File: src/rtl/exec_unit.sv
// Execution unit: latches operands on start, runs single-cycle ALU/shift ops or an
// iterative shift-add multiply, and keeps a registered result and NZCV flag register.
module exec_unit #(
    parameter int WIDTH  = 32,
    parameter bit MUL_EN = 1'b1
) (
    input  logic             clk,
    input  logic             rst,
    input  logic             start,
    input  logic [3:0]       op,
    input  logic [WIDTH-1:0] a,
    input  logic [WIDTH-1:0] b,
    input  logic             set_flags,
    input  logic [3:0]       cond,
    output logic [WIDTH-1:0] result,
    output logic [3:0]       flags,
    output logic             busy,
    output logic             done,
    output logic             cond_pass
);
    localparam int SW = $clog2(WIDTH);

    localparam logic [3:0] OP_ADD = 4'd0,  OP_SUB = 4'd1,  OP_RSB = 4'd2,  OP_AND = 4'd3;
    localparam logic [3:0] OP_ORR = 4'd4,  OP_EOR = 4'd5,  OP_MOV = 4'd6,  OP_MVN = 4'd7;
    localparam logic [3:0] OP_CMP = 4'd8,  OP_TST = 4'd9,  OP_ADC = 4'd10, OP_SBC = 4'd11;
    localparam logic [3:0] OP_MUL = 4'd12, OP_LSL = 4'd13, OP_LSR = 4'd14, OP_ASR = 4'd15;

    typedef enum logic {IDLE, MUL} state_t;

    state_t           state_reg, state_next;
    logic [WIDTH-1:0] result_reg, result_next;
    logic [3:0]       flags_reg, flags_next;
    logic             done_reg, done_next;
    logic [WIDTH-1:0] mcand_reg, mcand_next;
    logic [WIDTH-1:0] mplier_reg, mplier_next;
    logic [WIDTH-1:0] acc_reg, acc_next;
    logic [SW-1:0]    count_reg, count_next;
    logic             mul_sf_reg, mul_sf_next;

    logic             c_flag;
    logic [WIDTH-1:0] add_x, add_y;
    logic             add_cin;
    logic [WIDTH:0]   sum;
    logic             add_v;
    logic [SW-1:0]    amt;
    logic [WIDTH:0]   shl, shr;
    logic signed [WIDTH:0] sar;
    logic [WIDTH-1:0] alu_res;
    logic             alu_c, alu_v, wr_res, wr_flags;
    logic [WIDTH-1:0] acc_sum;

    assign c_flag = flags_reg[1];

    // Subtracts are a + ~b + 1; carry-in variants substitute the held C for the +1.
    always_comb begin
        add_x   = a;
        add_y   = b;
        add_cin = 1'b0;
        case (op)
            OP_SUB, OP_CMP: begin add_y = ~b; add_cin = 1'b1; end
            OP_RSB:         begin add_x = b; add_y = ~a; add_cin = 1'b1; end
            OP_ADC:         add_cin = c_flag;
            OP_SBC:         begin add_y = ~b; add_cin = c_flag; end
            default:        ;
        endcase
    end

    assign sum   = {1'b0, add_x} + {1'b0, add_y} + {{WIDTH{1'b0}}, add_cin};
    assign add_v = (add_x[WIDTH-1] == add_y[WIDTH-1]) && (sum[WIDTH-1] != add_x[WIDTH-1]);

    // One spare bit on each shifter catches the last bit shifted out.
    assign amt = b[SW-1:0];
    assign shl = {1'b0, a} << amt;
    assign shr = {a, 1'b0} >> amt;
    assign sar = $signed({a, 1'b0}) >>> amt;

    always_comb begin
        alu_res  = '0;
        alu_c    = flags_reg[1];
        alu_v    = flags_reg[0];
        wr_res   = 1'b1;
        wr_flags = set_flags;
        case (op)
            OP_ADD, OP_SUB, OP_RSB, OP_ADC, OP_SBC: begin
                alu_res = sum[WIDTH-1:0];
                alu_c   = sum[WIDTH];
                alu_v   = add_v;
            end
            OP_CMP: begin
                alu_res  = sum[WIDTH-1:0];
                alu_c    = sum[WIDTH];
                alu_v    = add_v;
                wr_res   = 1'b0;
                wr_flags = 1'b1;
            end
            OP_AND: alu_res = a & b;
            OP_ORR: alu_res = a | b;
            OP_EOR: alu_res = a ^ b;
            OP_MOV: alu_res = b;
            OP_MVN: alu_res = ~b;
            OP_TST: begin
                alu_res  = a & b;
                wr_res   = 1'b0;
                wr_flags = 1'b1;
            end
            OP_LSL: begin
                alu_res = shl[WIDTH-1:0];
                if (amt != '0) alu_c = shl[WIDTH];
            end
            OP_LSR: begin
                alu_res = shr[WIDTH:1];
                if (amt != '0) alu_c = shr[0];
            end
            OP_ASR: begin
                alu_res = sar[WIDTH:1];
                if (amt != '0) alu_c = sar[0];
            end
            default: wr_flags = 1'b0;  // MUL without a multiplier: result 0, flags kept
        endcase
    end

    assign acc_sum = acc_reg + (mplier_reg[0] ? mcand_reg : '0);

    always_comb begin
        state_next  = state_reg;
        result_next = result_reg;
        flags_next  = flags_reg;
        done_next   = 1'b0;
        mcand_next  = mcand_reg;
        mplier_next = mplier_reg;
        acc_next    = acc_reg;
        count_next  = count_reg;
        mul_sf_next = mul_sf_reg;
        case (state_reg)
            IDLE: begin
                if (start) begin
                    if (op == OP_MUL && MUL_EN) begin
                        state_next  = MUL;
                        mcand_next  = a;
                        mplier_next = b;
                        acc_next    = '0;
                        count_next  = SW'(WIDTH - 1);
                        mul_sf_next = set_flags;
                    end else begin
                        done_next = 1'b1;
                        if (wr_res)   result_next = alu_res;
                        if (wr_flags) flags_next  = {alu_res[WIDTH-1], alu_res == '0, alu_c, alu_v};
                    end
                end
            end
            MUL: begin
                acc_next    = acc_sum;
                mcand_next  = mcand_reg << 1;
                mplier_next = mplier_reg >> 1;
                count_next  = count_reg - 1'b1;
                if (count_reg == '0) begin
                    state_next  = IDLE;
                    result_next = acc_sum;
                    done_next   = 1'b1;
                    if (mul_sf_reg) flags_next = {acc_sum[WIDTH-1], acc_sum == '0, flags_reg[1:0]};
                end
            end
            default: state_next = IDLE;
        endcase
    end

    always_ff @(posedge clk or negedge rst) begin
        if (!rst) begin
            state_reg  <= IDLE;
            result_reg <= '0;
            flags_reg  <= '0;
            done_reg   <= 1'b0;
            mcand_reg  <= '0;
            mplier_reg <= '0;
            acc_reg    <= '0;
            count_reg  <= '0;
            mul_sf_reg <= 1'b0;
        end else begin
            state_reg  <= state_next;
            result_reg <= result_next;
            flags_reg  <= flags_next;
            done_reg   <= done_next;
            mcand_reg  <= mcand_next;
            mplier_reg <= mplier_next;
            acc_reg    <= acc_next;
            count_reg  <= count_next;
            mul_sf_reg <= mul_sf_next;
        end
    end

    // ARM condition codes evaluated against the committed flag register.
    always_comb begin
        logic n, z, c, v;
        {n, z, c, v} = flags_reg;
        cond_pass = 1'b0;
        case (cond)
            4'd0:  cond_pass = z;
            4'd1:  cond_pass = !z;
            4'd2:  cond_pass = c;
            4'd3:  cond_pass = !c;
            4'd4:  cond_pass = n;
            4'd5:  cond_pass = !n;
            4'd6:  cond_pass = v;
            4'd7:  cond_pass = !v;
            4'd8:  cond_pass = c && !z;
            4'd9:  cond_pass = !c || z;
            4'd10: cond_pass = (n == v);
            4'd11: cond_pass = (n != v);
            4'd12: cond_pass = !z && (n == v);
            4'd13: cond_pass = z || (n != v);
            4'd14: cond_pass = 1'b1;
            default: cond_pass = 1'b0;
        endcase
    end

    assign result = result_reg;
    assign flags  = flags_reg;
    assign done   = done_reg;
    assign busy   = (state_reg == MUL);
endmodule
File: config.mk
export PLATFORM = sky130hd
export DESIGN_NAME = exec_unit
export DESIGN_NICKNAME = d
export VERILOG_FILES = /design/src/rtl/exec_unit.sv
export SDC_FILE = /design/constraint.sdc
export NUM_CORES = 1
export LEC_CHECK = 0
export ABC_AREA = 1
export BUFFER_PORTS_ARGS = -buffer_cell sky130_fd_sc_hd__buf_4
export CAP_MARGIN = 0
export CELL_PAD_IN_SITES_DETAIL_PLACEMENT = 1
export CELL_PAD_IN_SITES_GLOBAL_PLACEMENT = 2
export CORE_UTILIZATION = 36
export CTS_BUF_LIST = sky130_fd_sc_hd__clkbuf_8
export CTS_CLUSTER_SIZE = 20
export DETAILED_ROUTE_END_ITERATION = 6
export MAX_ROUTING_LAYER = met4
export PLACE_DENSITY_LB_ADDON = 0.2
export SLEW_MARGIN = 20
export SYNTH_ARGS = -nofsm -noshare
export SYNTH_HDL_FRONTEND = slang
export SYNTH_SLANG_ARGS = --single-unit
File: constraint.sdc
create_clock -name clk -period 7.8 [get_ports clk]
set_clock_uncertainty 0.1 [all_clocks]
set_input_delay 1.17 -clock clk [delete_from_list [all_inputs] [get_ports clk]]
set_output_delay 1.17 -clock clk [all_outputs]
set_load 0.005 [all_outputs]
==> flow_summary.json <==
{
  "area_growth_pct": 9.54,
  "finalHoldViolations": 0,
  "cts.sinks": 140,
  "comb_power_share_pct": 59.7,
  "cell_internal_pwr_mw": 2.20,
  "synth_top_family_by_area": "simple AND/OR/NAND/NOR gates",
  "cts_resized": 0,
  "hold_end": "acc_reg[2]",
  "cts_buffers": 17,
  "synthTopCellsByArea": "nand2_1 (22%), dfrtp_1 (20%), nand3_1 (11%)",
  "cts_setup_buffers": 0,
  "syn_inst": 2994,
  "slowest_stage": "buf_4",
  "cts_max_path_buffers": 2,
  "routabilityCongestion": 1.06,
  "yosysTopAreaCell": "nand2_1",
  "die_w_um": 221,
  "grt_pass1_vias": 21200,
  "track_usage_pct": 37.4,
  "utilization_pct": 39.9,
  "crit_path_start_kind": "input pin",
  "routed_wl_um": 89100,
  "clockPowerShare_pct": 14.8,
  "yosysMostFrequentCell": "nand2_1",
  "synthXorXnorAreaFrac_pct": 1.01,
  "io_pins": 115,
  "endpoint_kind": "flop",
  "yosys_register_bits": 140,
  "run_status": "finished clean",
  "drv_cap": 0,
  "cts_hold_buf": 0,
  "synth_ff_type": "dfrtp_1",
  "vias": 21100,
  "synth_warnings": 0,
  "finalInstanceArea_um2": 19000,
  "worstHoldPathType": "flop to flop",
  "dpl_cell_area_um2": 18500,
  "syn_nets": 3202,
  "numPortBuffers": 114,
  "setup_ws_ns": 2.23,
  "netlist_area_um2": 17300,
  "place_ws_ns": 1.73,
  "power_frac_seq_pct": 25.5,
  "relSlewSlack_pct": 28.0,
  "worst-setup-path-type": "input pin to flop",
  "drc": 0,
  "rr_worst_depth": 21,
  "via_per_inst": 5.80,
  "hp-start": "acc_reg[2]",
  "avgSynthCellArea_um2": 5.79,
  "synthAdderAreaFrac_pct": 9.65,
  "die_h_um": 221,
  "clk_latency_ns": 0.54,
  "synth.top_cells.by_count": "nand2_1 (1032), nand3_1 (397), nor2_1 (307)",
  "cpPeakStageDelay_ns": 0.58,
  "tightest_slew_ns": 1.08,
  "synth_compound_area_share_pct": 16.0,
  "dr.pass1.iters": 6,
  "antenna_found_initial": 3,
  "synth_edf_count": 0,
  "async_flop_share_pct": 100,
  "wl_per_cell_um": 24.5,
  "clockRootBuffer": "clkbuf_8",
  "synthMuxAreaShare_pct": 0,
  "cts_tree": "yes",
  "p_leak_nw": 9.69,
  "core.rowCount": 80,
  "timing.rr.end": "flags[2]",
  "synth-seq-area-share_pct": 20.2,
  "swShare_pct": 52.5,
  "p_sw_mw": 2.43,
  "rrSetupSlack_ns": 3.40,
  "overflow": 0,
  "setup-tns-final_ns": 0,
  "place_hpwl_um": 70500,
  "drt_iter0_markers": 2016,
  "ir_drop_mv": 0.104,
  "drive_above_1_share_pct": 7.05,
  "clock.fmax_ghz": 0.180,
  "final_max_slew_viol_count": 0,
  "start_util_pct": 36.4,
  "core_um2": 47600,
  "hold_depth": 2,
  "fin_crit_sh_pct": 71.4,
  "setup_viol": 0,
  "synth_cell_types": 54,
  "grt_max_degree": 83,
  "worst-path-max-fanout": 70,
  "yosys.area_share.simple_pct": 44.3,
  "path_clk_slew_ns": 0.10,
  "grt_first_pass_wirelength_um": 134000,
  "required_ns": 8.18,
  "cpLargestDelayFamily": "simple AND/OR/NAND/NOR gates",
  "total_power_mw": 4.62,
  "cp.arrival_ns": 5.95,
  "ant_nets": 0,
  "period_needed_ns": 5.57,
  "r2r_start": "flags[1]",
  "rsz0062_at_grt": "false",
  "die_area_um2": 49100,
  "path_buf_inv": 3,
  "h-tree-depth": 4,
  "powerDensity_nw_per_um2": 243,
  "nets": 3217,
  "crit_top_cell": "nand2_1",
  "yosys.area.top_type_share_pct": 22.3
}
[worst max-delay path by stage]
stage	start	endpoint	slack, ns	cells past startpoint
after global routing	op[1]	flags[2]	1.80	26
after CTS	op[3]	flags[2]	2.30	24
after global placement	op[3]	flags[2]	1.70	24
after floorplan	op[1]	flags[2]	2.91	27
after detailed placement	op[3]	flags[2]	1.73	24
final	op[1]	flags[2]	2.23	26
[per-layer routing]
| layer | part of all wire [%] | routed length, um | vias to the layer above | GRT usage [%] |
|---|---|---|---|---|
| li1 | - | - | 9999 | - |
| met1 | 44 | 39500 | 10300 | 47.7 |
| met2 | 45 | 40400 | 669 | 58.6 |
| met3 | 5.9 | 5230 | 131 | 5.19 |
| met4 | 4.5 | 3970 | 0 | 16.9 |
| met5 | 0 | 0 | - | - |
[layout make-up]
type	count	area, um2
timing repair buffer	131	987
clock inverter	14	183
sequential	140	3510
multi-input combinational	2467	12300
tap	615	769
antenna	7	17.5
clock buffer	18	248
inverter	252	946
fill	6585	28700
[kinds of logic (layout without fill, tap and decap cells)]
family          after synthesis  after routing
simple gates               1839           1839
buf+inv                     387            415
flops                       140            140
other cells                   0              7
xor+xnor                     20             20
fa+ha+maj                   132            132
compound gates              476            476
[metrics by stage]
stage | std cells | hold slack, ns
3_5_place_dp | 3605 | 0.369
6_report | 3644 | 0.388
3_3_place_gp | 3605 | 0.364
4_1_cts | 3637 | 0.394
2_1_floorplan | 2994 | 0.348
5_1_grt | 3640 | 0.423
[power groups by stage]
stage,clock network [mW],logic (mW),registers (mW)
5_1_grt,0.723,3.07,1.22
6_report,0.684,2.76,1.18
3_3_place_gp,0,2.66,1.19
3_5_place_dp,0,2.72,1.20
4_1_cts,0.699,2.73,1.18
2_1_floorplan,0,1.82,1.11
[placed cells by master, fill, tap and decap left out, types with 14 or more instances in the layout]
| master | count |
|---|---|
| nand2_1 | 1031 |
| nand3_1 | 397 |
| nor2_1 | 305 |
| inv_1 | 234 |
| o21ai_0 | 153 |
| dfrtp_1 | 139 |
| buf_4 | 130 |
| ha_1 | 129 |
| a21oi_1 | 117 |
| a31oi_1 | 95 |
| nand4_1 | 31 |
| o221ai_1 | 26 |
| o21ai_1 | 20 |
| nor3_1 | 18 |
| clkbuf_8 | 18 |
| inv_2 | 14 |
| a211oi_1 | 14 |
[worst reg2reg max path, stage by stage (launching register included)]
cell and delay, ns:
dfrtp_1 0.62, o211ai_1 0.28, nand2_1 0.13, fa_1 0.57, fa_1 0.55, nand3_1 0.13, nand3_1 0.19, nand2_1 0.16
nand3b_1 0.09, nand3_1 0.08, nand2_1 0.19, nor2_1 0.19, nand3_1 0.16, nor2_1 0.13, nand2_1 0.11, nor2_1 0.11
nand3_1 0.08, nor2_1 0.20, nand2_1 0.09, nand2_1 0.07, nand2_1 0.05, nand2_1 0.08
(Power assumes the default switching activity.)
